`config.mk`:
```
export PLATFORM = sky130hd
export DESIGN_NAME = sccb_cmd_seq
export DESIGN_NICKNAME = d
export VERILOG_FILES = /design/src/rtl/sccb_pkg.sv /design/src/rtl/sccb_watchdog.sv /design/src/rtl/sccb_cmd_seq.sv
export SDC_FILE = /design/constraint.sdc
export NUM_CORES = 1
export LEC_CHECK = 0
export ABC_AREA = 1
export CAP_MARGIN = 20
export CORE_MARGIN = 10
export CORE_UTILIZATION = 49
export DETAILED_ROUTE_END_ITERATION = 8
export GPL_TIMING_DRIVEN = 0
export MAX_ROUTING_LAYER = met4
export PLACE_DENSITY_LB_ADDON = 0.15
export SETUP_SLACK_MARGIN = 0.5
export SKIP_LAST_GASP = 1
export SYNTH_ARGS = -nofsm -noshare
export SYNTH_HDL_FRONTEND = slang
export SYNTH_SLANG_ARGS = --single-unit
```
`constraint.sdc`:
```
create_clock -name clk -period 1.75 [get_ports clk]
set_clock_uncertainty 0.2 [all_clocks]
set_input_delay 0.4375 -clock clk [delete_from_list [all_inputs] [get_ports clk]]
set_output_delay 0.4375 -clock clk [all_outputs]
set_load 0.03 [all_outputs]
```
`src/rtl/sccb_pkg.sv`:
```
// Shared types for the SCCB command sequencer.
// State encoding, master idle code and R/W bit values.
package sccb_pkg;

    typedef enum logic [3:0] {
        S_IDLE,
        S_ST1,
        S_A_ID,
        S_A_REG,
        S_A_DAT,
        S_W_IDL,
        S_ST2,
        S_A_RID,
        S_RD,
        S_W_DONE,
        S_RSP
    } seq_state_t;

    localparam logic [3:0] MASTER_IDLE = 4'd0;
    localparam logic       RW_WRITE    = 1'b0;
    localparam logic       RW_READ     = 1'b1;

    function automatic logic is_ack_state(input seq_state_t s);
        return (s == S_A_ID) || (s == S_A_REG) ||
               (s == S_A_DAT) || (s == S_A_RID);
    endfunction

endpackage

```
`src/rtl/sccb_watchdog.sv`:
```
// Per-state cycle counter for the command sequencer.
// Saturates; expired flags the last permitted cycle in a state.
module sccb_watchdog #(
    parameter int unsigned TIMEOUT_CYCLES = 2_000_000
) (
    input  logic clk,
    input  logic rst_n,
    input  logic clear,
    input  logic enable,
    output logic expired
);

    localparam int W = $clog2(TIMEOUT_CYCLES);
    localparam logic [W-1:0] LAST = W'(TIMEOUT_CYCLES - 1);

    logic [W-1:0] cnt_q;

    always_ff @(posedge clk or negedge rst_n) begin
        if (!rst_n) begin
            cnt_q <= '0;
        end else if (clear) begin
            cnt_q <= '0;
        end else if (enable && (cnt_q != LAST)) begin
            cnt_q <= cnt_q + 1'b1;
        end
    end

    assign expired = enable && (cnt_q == LAST);

endmodule

```
`src/rtl/sccb_cmd_seq.sv`:
```
// Register command sequencer in front of the SCCB/I2C byte master.
// Outputs are registered from the next state so they lead the master by one byte.
module sccb_cmd_seq
    import sccb_pkg::*;
#(
    parameter int unsigned TIMEOUT_CYCLES = 2_000_000,
    parameter bit          IGNORE_NACK    = 1'b1
) (
    input  logic       clk,
    input  logic       rst_n,
    input  logic       cmd_valid,
    output logic       cmd_ready,
    input  logic       cmd_rw,
    input  logic [6:0] cmd_id,
    input  logic [7:0] cmd_reg,
    input  logic [7:0] cmd_wdata,
    output logic       rsp_valid,
    output logic [7:0] rsp_rdata,
    output logic       rsp_nack,
    output logic       rsp_tmo,
    output logic       m_start,
    output logic       m_stop,
    output logic [7:0] m_wr_data,
    input  logic [1:0] m_ack,
    input  logic       m_rd_tick,
    input  logic [7:0] m_rd_data,
    input  logic [3:0] m_state
);

    localparam bit ABORT_ON_NACK = !IGNORE_NACK;

    seq_state_t state_q, state_nx;

    logic       rw_q, rw_n;
    logic [6:0] id_q, id_n;
    logic [7:0] reg_q, reg_n;
    logic [7:0] wdata_q, wdata_n;
    logic [7:0] rd_q, rd_nx;
    logic       nack_q, nack_nx;
    logic       tmo_q, tmo_nx;
    logic       start_q, start_nx;
    logic       stop_q, stop_nx;
    logic [7:0] wr_q, wr_nx;
    logic       ready_q;
    logic       rsp_valid_q;
    logic [7:0] rsp_rdata_q;

    logic accept;
    logic tick;
    logic nack_tick;
    logic abort;
    logic wd_clear;
    logic wd_enable;
    logic wd_expired;

    assign accept    = cmd_valid & ready_q;
    assign tick      = m_ack[1];
    assign nack_tick = tick & ~m_ack[0] & is_ack_state(state_q);
    assign abort     = ABORT_ON_NACK & nack_tick;
    assign wd_clear  = (state_nx != state_q);
    assign wd_enable = (state_q != S_IDLE);

    sccb_watchdog #(
        .TIMEOUT_CYCLES(TIMEOUT_CYCLES)
    ) u_wdog (
        .clk    (clk),
        .rst_n  (rst_n),
        .clear  (wd_clear),
        .enable (wd_enable),
        .expired(wd_expired)
    );

    always_comb begin
        rw_n     = accept ? cmd_rw    : rw_q;
        id_n     = accept ? cmd_id    : id_q;
        reg_n    = accept ? cmd_reg   : reg_q;
        wdata_n  = accept ? cmd_wdata : wdata_q;
        state_nx = state_q;
        rd_nx    = accept ? 8'h00 : rd_q;
        nack_nx  = accept ? 1'b0  : nack_q;
        tmo_nx   = accept ? 1'b0  : tmo_q;

        if (nack_tick) nack_nx = 1'b1;

        case (state_q)
            S_IDLE:   if (accept) state_nx = S_ST1;
            S_ST1:    if (m_state != MASTER_IDLE) state_nx = S_A_ID;
            S_A_ID:   if (tick) state_nx = S_A_REG;
            S_A_REG: begin
                if (tick) state_nx = (rw_q == RW_READ) ? S_W_IDL : S_A_DAT;
            end
            S_A_DAT:  if (tick) state_nx = S_W_DONE;
            S_W_IDL:  if (m_state == MASTER_IDLE) state_nx = S_ST2;
            S_ST2:    if (m_state != MASTER_IDLE) state_nx = S_A_RID;
            S_A_RID:  if (tick) state_nx = S_RD;
            S_RD: begin
                if (m_rd_tick) begin
                    rd_nx    = m_rd_data;
                    state_nx = S_W_DONE;
                end
            end
            S_W_DONE: if (m_state == MASTER_IDLE) state_nx = S_RSP;
            S_RSP:    state_nx = S_IDLE;
            default:  state_nx = S_IDLE;
        endcase

        if (abort) state_nx = S_W_DONE;

        if (wd_expired) begin
            state_nx = S_RSP;
            tmo_nx   = 1'b1;
        end

        start_nx = 1'b0;
        stop_nx  = 1'b0;
        wr_nx    = 8'h00;
        case (state_nx)
            S_ST1: begin
                start_nx = 1'b1;
                wr_nx    = {id_n, RW_WRITE};
            end
            S_ST2: begin
                start_nx = 1'b1;
                wr_nx    = {id_n, RW_READ};
            end
            S_A_ID: wr_nx = reg_n;
            S_A_REG: begin
                if (rw_n == RW_READ) stop_nx = 1'b1;
                else                 wr_nx   = wdata_n;
            end
            S_A_DAT, S_RD: stop_nx = 1'b1;
            default: ;
        endcase
    end

    always_ff @(posedge clk or negedge rst_n) begin
        if (!rst_n) begin
            state_q     <= S_IDLE;
            rw_q        <= RW_WRITE;
            id_q        <= '0;
            reg_q       <= '0;
            wdata_q     <= '0;
            rd_q        <= '0;
            nack_q      <= 1'b0;
            tmo_q       <= 1'b0;
            start_q     <= 1'b0;
            stop_q      <= 1'b0;
            wr_q        <= '0;
            ready_q     <= 1'b1;
            rsp_valid_q <= 1'b0;
            rsp_rdata_q <= '0;
        end else begin
            state_q     <= state_nx;
            rw_q        <= rw_n;
            id_q        <= id_n;
            reg_q       <= reg_n;
            wdata_q     <= wdata_n;
            rd_q        <= rd_nx;
            nack_q      <= nack_nx;
            tmo_q       <= tmo_nx;
            start_q     <= start_nx;
            stop_q      <= stop_nx;
            wr_q        <= wr_nx;
            ready_q     <= (state_nx == S_IDLE);
            rsp_valid_q <= (state_nx == S_RSP);
            if (state_nx == S_RSP) rsp_rdata_q <= rd_nx;
        end
    end

    assign cmd_ready = ready_q;
    assign rsp_valid = rsp_valid_q;
    assign rsp_rdata = rsp_rdata_q;
    assign rsp_nack  = nack_q;
    assign rsp_tmo   = tmo_q;
    assign m_start   = start_q;
    // NACK abort must reach the master in the ack cycle itself
    assign m_stop    = stop_q | abort;
    assign m_wr_data = wr_q;

endmodule
```
==> reports/metrics.yaml, run 1 <==
status: "finished with violations"
violations: "negative setup slack"
reg2reg_from: "u_wdog.cnt_q[9]"
reg2reg_depth: 9
place_area_um2: 4947
cts_tree: "yes"
arrival_ps: 2320
antenna_cells: 0
cts_max_level: 3
fill_cells: 449
period_share: 1.295
start_kind: "register"
drive_gt1_frac: 0.4178
die_w_um: 110.6
seq_area_frac_synth: 0.4915
start_util: 0.5129
cts_buffer_depth: 2
synth_largest_area_cell: "dfrtp_1"
grt_overflow_total: 0
drc_errors: 0
path_cells: "inv_2 > nand4_1 > nor2_2 > nand4_1 > buf_4 > nand3_4 > nor3_2 > nor2_1 > nand2_1"
synthFlopType: "dfrtp_1"
crit_top_cell: "nand4_1"
synth_xor_area_frac: 0.01741
io_buffers: 63
worstReg2RegEnd: "m_wr_data[5]"
nNetsFinal: 713
root_buffer: "clkbuf_8"
ir_drop_mv: 0.9169
grt_pass1_wl_um: 19130
synth_enable_flop_cells: 0
place_hpwl_um: 7460
fin_tns_setup_ps: -16380
grt_max_degree: 66
synth-seq-cells: 79
wl_per_cell_um: 18.00
cp_slowest_cell: "dfrtp_1"
period_needed_ps: 2266
synth-simple-area-share: 0.3578
area_delta_synth_final_pct: 61.49
io-pin-count: 64
ys_top_cells_by_area: "dfrtp_1, nand2_1, inv_1"
rows: 32
cts_buffers: 9
pwr_density_cell_nw_per_um2: 1683
drt_wl_total_um: 13980
p_leak_nw: 3.044
path_clk_slew_ps: 90
maxCapViolCount: 0
r2r_setup_slack_ps: -520
synth_cell_types: 33
core-area_um2: 7848
hold_viol_final: 0
synth_top_cell_area_share: 0.4849
clock.fmax_mhz: 441.3
die_y_um: 110.6
syn-num-nets: 578
cpPeakStageDelay_ps: 450
dpl.cell_count: 701
cp.buffers_inverters: 2
setup_ws_ps: -516.1
hold_ws_ps: 57.27
synth_top_family_by_area: "simple AND/OR/NAND/NOR gates"
crit_type: "reg2reg"
async_reset_ff_frac: 1.000
grt_setup_unrepaired: "true"
tightest_slew_ps: 681.5
path_max_fanout: 7
drv_slew: 0
synthAdderAreaFrac: 0.003108
grt_pass1_vias: 3915
drt_first_iter_violations: 347
synth.most_common_cell: "nand2_1"
cts.sinks: 79
antenna_found_initial: 0
clock_latency_ps: 360
synth_mux_area_frac: 0.002487
cp_top_family: "simple AND/OR/NAND/NOR gates"
netlist_instances: 535
ant_nets: 0
synth_common_cells: "nand2_1, dfrtp_1, inv_1, nor2_1, nand3_1"
synth_compound_area_frac: 0.04228
first_pass_iters: 5
finalNonFillerCells: 777
setup_viol: 43
place_congestion: 0.9340
yosys_warnings: 0
dieArea_um2: 12240
cp-end-kind: "register"
grt_usage: 0.1888
viasPerCell: 5.459
crit_required_ps: 1800
final_area_um2: 6500
relSlewSlack: 0.5456
synth_area_um2: 4025
avgSynthCellArea_um2: 7.524
hp-class: "in2async"
via_count: 4242
sequential cells by signal (all words and copies together) (netlist names):
signal	flops
u_wdog.cnt_q	21
m_wr_data	8
rd_q	8
reg_q	8
rsp_rdata	8
wdata_q	8
id_q	7
state_q	4
cmd_ready	1
m_start	1
m_stop	1
rsp_nack	1
rsp_tmo	1
rsp_valid	1
rw_q	1
area by class of cell:
type | count | area (µm²) | area share
plain buffers | 11 | 175.2 | 0.02695
multi-input cells | 369 | 2462 | 0.3788
clock buffers | 11 | 141.4 | 0.02175
inverters | 76 | 294.0 | 0.04524
repair buffers | 124 | 1234 | 0.1898
flip-flops and latches | 79 | 1984 | 0.3053
clock inverters | 5 | 81.33 | 0.01251
well taps | 102 | 127.6 | 0.01963
power by group:
part / switching (mW) / internal [mW] / leakage, nW / total [mW]
Sequential: 0.383 / 2.44 / 1.03 / 2.82
Clock: 0.721 / 0.844 / 0.110 / 1.56
Combinational: 3.80 / 2.76 / 1.91 / 6.55
Total: 4.90 / 6.04 / 3.04 / 10.9
logic make-up (layout without fill, tap and decap cells):
group | after synthesis | count (layout)
AOI/OAI and AO/OA | 32 | 32
adders and majority gates | 1 | 1
muxes | 1 | 1
buffers and inverters | 87 | 227
DFF | 79 | 79
xor gates and xnor gates | 8 | 8
and+or+nand+nor | 327 | 327
layout by cell type (no fill, tap or decap), types with 6 or more instances in the layout:
master	netlist	routed
nand4_1	14	14
o21ai_2	1	6
clkdlybuf4s50_1	0	38
nand3_2	2	7
dfrtp_1	78	73
o21ai_4	0	11
buf_6	1	38
clkbuf_8	0	12
nor2_2	3	26
nand2_1	165	121
nand3_4	1	13
inv_2	3	14
nand2_4	1	10
nand2_2	4	39
o21ai_1	8	8
inv_1	73	59
nor2_4	1	15
nor3_2	0	6
nor2_1	65	28
buf_4	2	43
nand3_1	48	31
how the worst max path moves through the flow:
stage,startpoint,end,slack (ps),cells past startpoint
detailed placement,m_ack[1],m_wr_data[6],-830,10
finish,u_wdog.cnt_q[9],m_wr_data[5],-520,9
global placement,rst_n,state_q[3],-3070,1
floorplan,cmd_ready,rsp_rdata[7],-170,12
CTS,state_q[1],u_wdog.cnt_q[4],-320,13
global route,u_wdog.cnt_q[8],m_wr_data[5],-550,9
stage by stage:
| stage | utilization | setup slack (ps) | power [mW] |
|---|---|---|---|
| after floorplan | - | -169.2 | 5.282 |
| after global placement | 0.6272 | -3066 | 6.373 |
| after detailed placement | 0.6304 | -832.2 | 6.465 |
| after CTS | 0.7408 | -323.1 | 9.227 |
| after global routing | 0.8283 | -553.7 | 11.44 |
| final | 0.8283 | -516.1 | 10.94 |
layer usage:
layer,vias up,track usage,routed length (µm)
li1,1942,-,-
met5,-,-,0
met1,2020,0.2484,5750
met3,52,0.03566,961
met2,228,0.2985,6708
met4,0,0.03454,564
what timing repair did:
item                                   4_1_cts  5_1_grt
setup endpoints to repair                  101      117
resized for setup                          235      141
cloned                                       3        2
hold buffers                                 2        0
pin swaps                                   19       41
endpoints found under the hold margin       14        0
buffers inserted                            34       19
Note: power is estimated with default switching activity, not from simulation.
==> run 2, diff against run 1 <==
GPL_ROUTABILITY_DRIVEN = 1   (was default)
==> results of run 2 <==
The final DEF is identical to that of run 1; final timing and power are the same.
